## config.mk

```make
export PLATFORM = sky130hd
export DESIGN_NAME = multi_channel_signal_shifter
export DESIGN_NICKNAME = d
export VERILOG_FILES = /design/src/rtl/multi_channel_signal_shifter.sv
export SDC_FILE = /design/constraint.sdc
export NUM_CORES = 2
export LEC_CHECK = 0
export CORE_UTILIZATION = 36
export DETAILED_ROUTE_END_ITERATION = 6
export SETUP_SLACK_MARGIN = 0.15
export SLEW_MARGIN = 20
export SYNTH_ARGS = -nofsm -noshare
export SYNTH_HDL_FRONTEND = slang
export SYNTH_SLANG_ARGS = --single-unit
```

## constraint.sdc

```tcl
create_clock -name clk -period 10 [get_ports clk]
set_input_delay 2 -clock clk [delete_from_list [all_inputs] [get_ports clk]]
set_output_delay 2 -clock clk [all_outputs]
set_load 0.005 [all_outputs]
```

## src/rtl/multi_channel_signal_shifter.sv

```systemverilog
// Per-channel programmable delay line: input edges are time-stamped into a FIFO and replayed on output_signal exactly `delay` cycles later.
// No backpressure: an edge arriving at a full FIFO is dropped and flagged in the sticky overflow bit.

module mcss_fifo #(
    parameter int WIDTH = 8,
    parameter int DEPTH = 16
) (
    input  logic             clk,
    input  logic             reset,
    input  logic             flush,
    input  logic             in_vld,
    input  logic [WIDTH-1:0] in_dat,
    input  logic             out_rdy,
    output logic             out_vld,
    output logic [WIDTH-1:0] out_dat,
    output logic             full
);
    localparam int AW = $clog2(DEPTH);

    logic [WIDTH-1:0] r_mem [DEPTH];
    logic [AW-1:0]    r_wr_ptr;
    logic [AW-1:0]    r_rd_ptr;
    logic [AW:0]      r_count;
    logic             w_push;
    logic             w_pop;

    assign out_vld = (r_count != '0);
    assign full    = (r_count == (AW+1)'(DEPTH));
    assign out_dat = r_mem[r_rd_ptr];
    assign w_push  = in_vld && !full;
    assign w_pop   = out_rdy && out_vld;

    always_ff @(posedge clk) begin
        if (reset || flush) begin
            r_wr_ptr <= '0;
            r_rd_ptr <= '0;
            r_count  <= '0;
        end else begin
            if (w_push) r_wr_ptr <= r_wr_ptr + 1'b1;
            if (w_pop)  r_rd_ptr <= r_rd_ptr + 1'b1;
            if (w_push && !w_pop)      r_count <= r_count + 1'b1;
            else if (w_pop && !w_push) r_count <= r_count - 1'b1;
        end
    end

    always_ff @(posedge clk) begin
        if (w_push) r_mem[r_wr_ptr] <= in_dat;
    end
endmodule

module multi_channel_signal_shifter #(
    parameter int NUM_CHANNELS = 4,
    parameter int CH_WIDTH     = (NUM_CHANNELS > 1) ? $clog2(NUM_CHANNELS) : 1,
    parameter int MAX_DELAY    = 1000000000,
    parameter int DELAY_WIDTH  = $clog2(MAX_DELAY),
    parameter int MAX_EVENT    = 16,
    parameter int MAX_COUNT    = 65535,
    parameter int COUNT_WIDTH  = $clog2(MAX_COUNT + 1)
) (
    input  logic                    clk,
    input  logic                    reset,
    input  logic [CH_WIDTH-1:0]     cfg_channel,
    input  logic [DELAY_WIDTH-1:0]  cfg_delay_value,
    input  logic                    cfg_delay_set,
    input  logic [COUNT_WIDTH-1:0]  cfg_event_value,
    input  logic                    cfg_event_set,
    input  logic                    cfg_polarity_value,
    input  logic                    cfg_polarity_set,
    input  logic                    auto_start,
    input  logic [NUM_CHANNELS-1:0] start_mask,
    input  logic [NUM_CHANNELS-1:0] stop_mask,
    input  logic [NUM_CHANNELS-1:0] input_signal,
    output logic [NUM_CHANNELS-1:0] output_signal,
    output logic [NUM_CHANNELS-1:0] busy,
    output logic [NUM_CHANNELS-1:0] overflow
);
    localparam int NOW_W = DELAY_WIDTH + 1;
    localparam logic [DELAY_WIDTH-1:0] DLY_MIN = DELAY_WIDTH'(2);
    localparam logic [DELAY_WIDTH-1:0] DLY_MAX = DELAY_WIDTH'(MAX_DELAY);

    typedef enum logic [1:0] {ST_IDLE, ST_RUN, ST_DRAIN} state_t;

    logic [NOW_W-1:0]       r_now;
    logic [DELAY_WIDTH-1:0] w_delay_clamped;

    // Due times share the modulo of r_now, so equality matching survives wrap.
    always_ff @(posedge clk) begin
        if (reset) r_now <= '0;
        else       r_now <= r_now + 1'b1;
    end

    always_comb begin
        w_delay_clamped = cfg_delay_value;
        if (cfg_delay_value < DLY_MIN)      w_delay_clamped = DLY_MIN;
        else if (cfg_delay_value > DLY_MAX) w_delay_clamped = DLY_MAX;
    end

    for (genvar g = 0; g < NUM_CHANNELS; g++) begin : g_ch
        state_t                 r_state;
        state_t                 w_state_nxt;
        logic [DELAY_WIDTH-1:0] r_delay;
        logic [COUNT_WIDTH-1:0] r_limit;
        logic [COUNT_WIDTH-1:0] r_count;
        logic [COUNT_WIDTH-1:0] w_count_inc;
        logic                   r_pol;
        logic                   r_level;
        logic                   r_prev;
        logic                   r_ovf;
        logic                   r_out;
        logic                   w_sel;
        logic                   w_stop;
        logic                   w_start;
        logic                   w_edge;
        logic                   w_pop;
        logic                   w_fifo_vld;
        logic                   w_fifo_full;
        logic [NOW_W-1:0]       w_head;
        logic [NOW_W-1:0]       w_due;
        logic                   w_level_nxt;
        logic                   w_pol_nxt;

        assign w_sel       = (cfg_channel == CH_WIDTH'(g)) && (r_state == ST_IDLE);
        assign w_stop      = stop_mask[g];
        assign w_start     = (r_state == ST_IDLE) && !w_stop && (start_mask[g] || auto_start);
        assign w_edge      = (r_state == ST_RUN) && !w_stop && (input_signal[g] != r_prev);
        assign w_pop       = (r_state != ST_IDLE) && !w_stop && w_fifo_vld && (w_head == r_now);
        assign w_count_inc = r_count + 1'b1;
        assign w_due       = r_now + {1'b0, r_delay};
        assign w_level_nxt = w_start ? input_signal[g] : (r_level ^ w_pop);
        assign w_pol_nxt   = (w_sel && cfg_polarity_set) ? cfg_polarity_value : r_pol;

        mcss_fifo #(
            .WIDTH (NOW_W),
            .DEPTH (MAX_EVENT)
        ) u_fifo (
            .clk     (clk),
            .reset   (reset),
            .flush   (w_stop),
            .in_vld  (w_edge),
            .in_dat  (w_due),
            .out_rdy (w_pop),
            .out_vld (w_fifo_vld),
            .out_dat (w_head),
            .full    (w_fifo_full)
        );

        always_comb begin
            w_state_nxt = r_state;
            case (r_state)
                ST_IDLE:  if (w_start) w_state_nxt = ST_RUN;
                ST_RUN:   if (w_edge && (r_limit != '0) && (w_count_inc == r_limit))
                              w_state_nxt = ST_DRAIN;
                ST_DRAIN: if (!w_fifo_vld) w_state_nxt = ST_IDLE;
                default:  w_state_nxt = ST_IDLE;
            endcase
            if (w_stop) w_state_nxt = ST_IDLE;
        end

        always_ff @(posedge clk) begin
            if (reset) begin
                r_state <= ST_IDLE;
                r_delay <= DLY_MIN;
                r_limit <= '0;
                r_pol   <= 1'b0;
                r_level <= 1'b0;
                r_prev  <= 1'b0;
                r_count <= '0;
                r_ovf   <= 1'b0;
                r_out   <= 1'b0;
            end else begin
                r_state <= w_state_nxt;
                r_level <= w_level_nxt;
                r_pol   <= w_pol_nxt;
                r_out   <= w_level_nxt ^ w_pol_nxt;
                if (w_sel && cfg_delay_set) r_delay <= w_delay_clamped;
                if (w_sel && cfg_event_set) r_limit <= cfg_event_value;
                // A dropped edge still advances prev and the count toward the limit.
                if (w_start) begin
                    r_prev  <= input_signal[g];
                    r_count <= '0;
                    r_ovf   <= 1'b0;
                end else if (w_edge) begin
                    r_prev  <= input_signal[g];
                    r_count <= w_count_inc;
                    if (w_fifo_full) r_ovf <= 1'b1;
                end
            end
        end

        assign output_signal[g] = r_out;
        assign busy[g]          = (r_state != ST_IDLE);
        assign overflow[g]      = r_ovf;
    end
endmodule

```

==> results.ini <==
[clock_network]
clk_latency_ns = 0.89
cts_inserted_buffers = 238
cts_resized = 0
cts_tree = yes
cts_hold_buf = 0
ctsLongestPathBuffers = 3
postCtsSetupBuffers = 0
htreeDepth = 4
clk_pin_slew_ns = 0.07
numClockSinks = 2359
cts_root_buf = clkbuf_16

[power]
p_per_area_nw_per_um2 = 176
clockPowerShare = 0.444
pwr-share-seq = 0.528
p_sw_mw = 4.29
pwr-share-comb = 0.028
intPower_mw = 16.0
finalPower_mw = 20.3
swShare = 0.211
power_leakage_nw = 37.7
ir_drop_mv = 0.202

[floorplanning]
coreArea_um2 = 277000
fp.dieW_um = 531
initial_core_util = 0.363
die_h_um = 531
boundaryPins = 79
row_count = 193
die_area_um2 = 282000

[route]
vias_per_cell = 5.58
wl_met1_um = 117000
drc_errors = 3
vias = 59100
drtPass1Iterations = 7
wl_met2_um = 136000
top_layer_used = met4
routed_wl_um = 285000
wl_met3_um = 20700
routedWlPerCell_um = 26.9
dr.first_iter.drc_count = 6140
drtAntennaViolNets = 0

[placement]
port_buffers = 78
place_ws_ns = 3.65
placed_cell_area_um2 = 107000
place_inst = 10100
place_hpwl_um = 179000
place_congestion = 0.955

[critical_path]
crit_path_max_fanout = 39
crit_required_ns = 10.81
timing.critical_path.cells = buf_4 > mux4_2 > a2111oi_0 > buf_4 > nand4_1 > nor4_1 > and4b_1 > nand4_1 > ha_1 > inv_1 > ha_1 > a21o_1 > a21oi_1 > xnor2_1 > or3_1 > a21oi_1
path_class = flip-flop to flip-flop
critPathTopFamily = simple AND/OR/NAND/NOR gates
setup.worst_path.end_class = flip-flop
slowest_stage = dfxtp_4
slowest_delay_ns = 0.89
crit_path_start_kind = flip-flop
crit_buf_inv = 3
crit_arrival_ns = 7.09

[synthesis]
ys_seq_area_frac = 0.665
synth.distinct_cells = 90
synthArstFlopShare = 0
syn_inst = 6438
synth_warnings = 0
synth_enable_flop_cells = 1984
synth_top_area_cell = edfxtp_1
synth_area_leaders = edfxtp_1 59%, mux4_2 11%, dfxtp_1 7.4%
syn_avg_cell_area_um2 = 15.7
syn-cell-area_um2 = 101000
synth_flop_cell = edfxtp_1
synth_top_area_share = 0.591
synth-seq-cells = 2359
synth_nets = 6676

[cells_and_area]
final_util = 0.415
fillers = 24700
syn_to_final_growth_pct = 14.3
multi_input_area_um2 = 32600
ff_latch_area_um2 = 67100
fin_area_um2 = 115000
stdcell_count = 10600
drive_gt1_frac = 0.186
final_nets = 6899

[run_status]
violations = design-rule violations
run_status = finished with violations

[sta]
slew_headroom = 0.208
fin_setup_tns_ns = 0
setup_slack_ns = 3.72
setup_viol = 0
finalHoldViolations = 0
clock_skew_ns = 0.0523
drv_slew = 0
fin_crit_sh = 0.628
finalCriticalPeriod_ns = 6.28
tightest_slew_ns = 1.18
rsz0062_at_grt = false
clock.fmax_mhz = 159
timing.hold.ws_ns = 0.465

[global_route]
overflow = 0
grt_pass1_vias = 58200
grt_max_degree = 112
antenna_found_initial = 24
track_usage = 0.201
grt_pass1_wl_um = 411000

[flow_run]
max-cap-violations = 0

[worst_hold_path]
holdCritPathClass = flip-flop to flip-flop

cells by family (layout without fill, tap and decap cells):
kind of cell,count (synthesis),count (layout),share of synthesized area
flip-flops,2359,2359,0.665
adder cells (fa/ha/maj),171,171,0.0218
AND/OR/NAND/NOR,1461,1461,0.0668
AO/OA/AOI/OAI,870,870,0.0560
XOR/XNOR,440,440,0.0382
multiplexers,708,708,0.133
buffers and inverters,429,864,0.0193
other,0,14,0
cell type report:
| class | instances | area share |
|---|---|---|
| well taps | 3705 | 0.0402 |
| clock buffers | 290 | 0.0544 |
| diodes | 14 | 0.000304 |
| inverters | 112 | 0.00365 |
| multi-input cells | 3650 | 0.283 |
| flip-flops and latches | 2359 | 0.583 |
| repair buffers | 300 | 0.0216 |
| clock inverters | 162 | 0.0146 |
worst reg2reg max path: cells and delay by family, from the launching register on:
family	cells	cell delay [ns]
adder cells (fa/ha/maj)	2	0.63
XOR/XNOR	1	0.10
multiplexers	1	0.71
AND/OR/NAND/NOR	5	1.72
buffers and inverters	3	1.12
flip-flops	1	0.89
AO/OA/AOI/OAI	4	1.04
cells in the final DEF (no fill, tap or decap), drive strengths merged, types with 25 or more instances in the layout:
cell type / count
dfxtp: 375
edfxtp: 1984
inv: 110
a211oi: 75
and2: 38
clkdlybuf4s50: 77
nor2b: 37
a21o: 42
a22oi: 29
buf: 222
xnor2: 320
nor3: 97
ha: 163
nand3: 88
o21ai: 122
a21oi: 316
clkinv: 116
mux4: 501
nand2: 397
a31oi: 25
nor2: 516
o22ai: 26
and3: 38
clkbuf: 291
mux2i: 195
nand2b: 42
bufinv: 26
xor2: 120
nor4: 55
or3: 33
nand4: 64
power groups by stage:
stage / combinational (mW) / sequential, mW / clock, mW
2_1_floorplan: 0.303 / 10.9 / 0
3_3_place_gp: 0.540 / 10.9 / 0
3_5_place_dp: 0.558 / 10.9 / 0
4_1_cts: 0.560 / 10.7 / 9.15
5_1_grt: 0.610 / 10.7 / 9.51
6_report: 0.568 / 10.7 / 9.00
path summary, 6_finish.rpt:
path	from	endpoint	slack (ns)	cells past startpoint
min reg2reg	r_now[0]$_SDFF_PP0_	r_now[0]$_SDFF_PP0_	0.47	1
max	flip-flop	g_ch[2].u_fifo.r_count[4]$_SDFFE_PP0P_	3.72	16
max reg2reg	flip-flop	g_ch[2].u_fifo.r_count[4]$_SDFFE_PP0P_	3.72	16
min	r_now[0]$_SDFF_PP0_	r_now[0]$_SDFF_PP0_	0.47	1
cells in the mapped netlist, drive strengths merged (11+ instances only):
| library cell | count |
|---|---|
| edfxtp | 1984 |
| nand4 | 64 |
| o21bai | 12 |
| buf | 134 |
| a31oi | 25 |
| xor2 | 120 |
| a2111oi | 12 |
| dfxtp | 375 |
| mux2 | 12 |
| nand3 | 88 |
| o2bb2ai | 11 |
| nand2b | 42 |
| o21ai | 122 |
| nor4 | 55 |
| and2 | 38 |
| ha | 163 |
| nand2 | 397 |
| or2 | 12 |
| o22ai | 26 |
| o211ai | 20 |
| or3 | 33 |
| a21oi | 316 |
| a2bb2oi | 17 |
| nor2b | 37 |
| o21a | 24 |
| nor3b | 14 |
| inv | 103 |
| a22oi | 29 |
| a21o | 42 |
| xnor2 | 320 |
| a211oi | 75 |
| mux4 | 501 |
| clkbuf | 183 |
| nor2 | 516 |
| o2111ai | 15 |
| mux2i | 195 |
| nor3 | 97 |
| and3 | 38 |
flip-flops by register name, summed over array words and instances, names as in the netlist, named ones only:
signal / flops
g_ch.u_fifo.r_mem: 1984
g_ch.r_delay: 120
g_ch.r_level: 4
g_ch.r_pol: 4
g_ch.r_out: 4
g_ch.r_limit: 64
g_ch.u_fifo.r_rd_ptr: 16
g_ch.r_state: 8
g_ch.u_fifo.r_wr_ptr: 16
g_ch.r_ovf: 4
r_now: 31
g_ch.r_count: 64
g_ch.u_fifo.r_count: 20
g_ch.r_prev: 4
metal layers:
layer / track usage / up-vias
li1: - / 25500
met1: 0.270 / 30700
met2: 0.326 / 2379
met3: 0.0288 / 539
met4: 0.0836 / 0
met5: 0 / -
No activity file was read; power rests on OpenSTA's default activity.
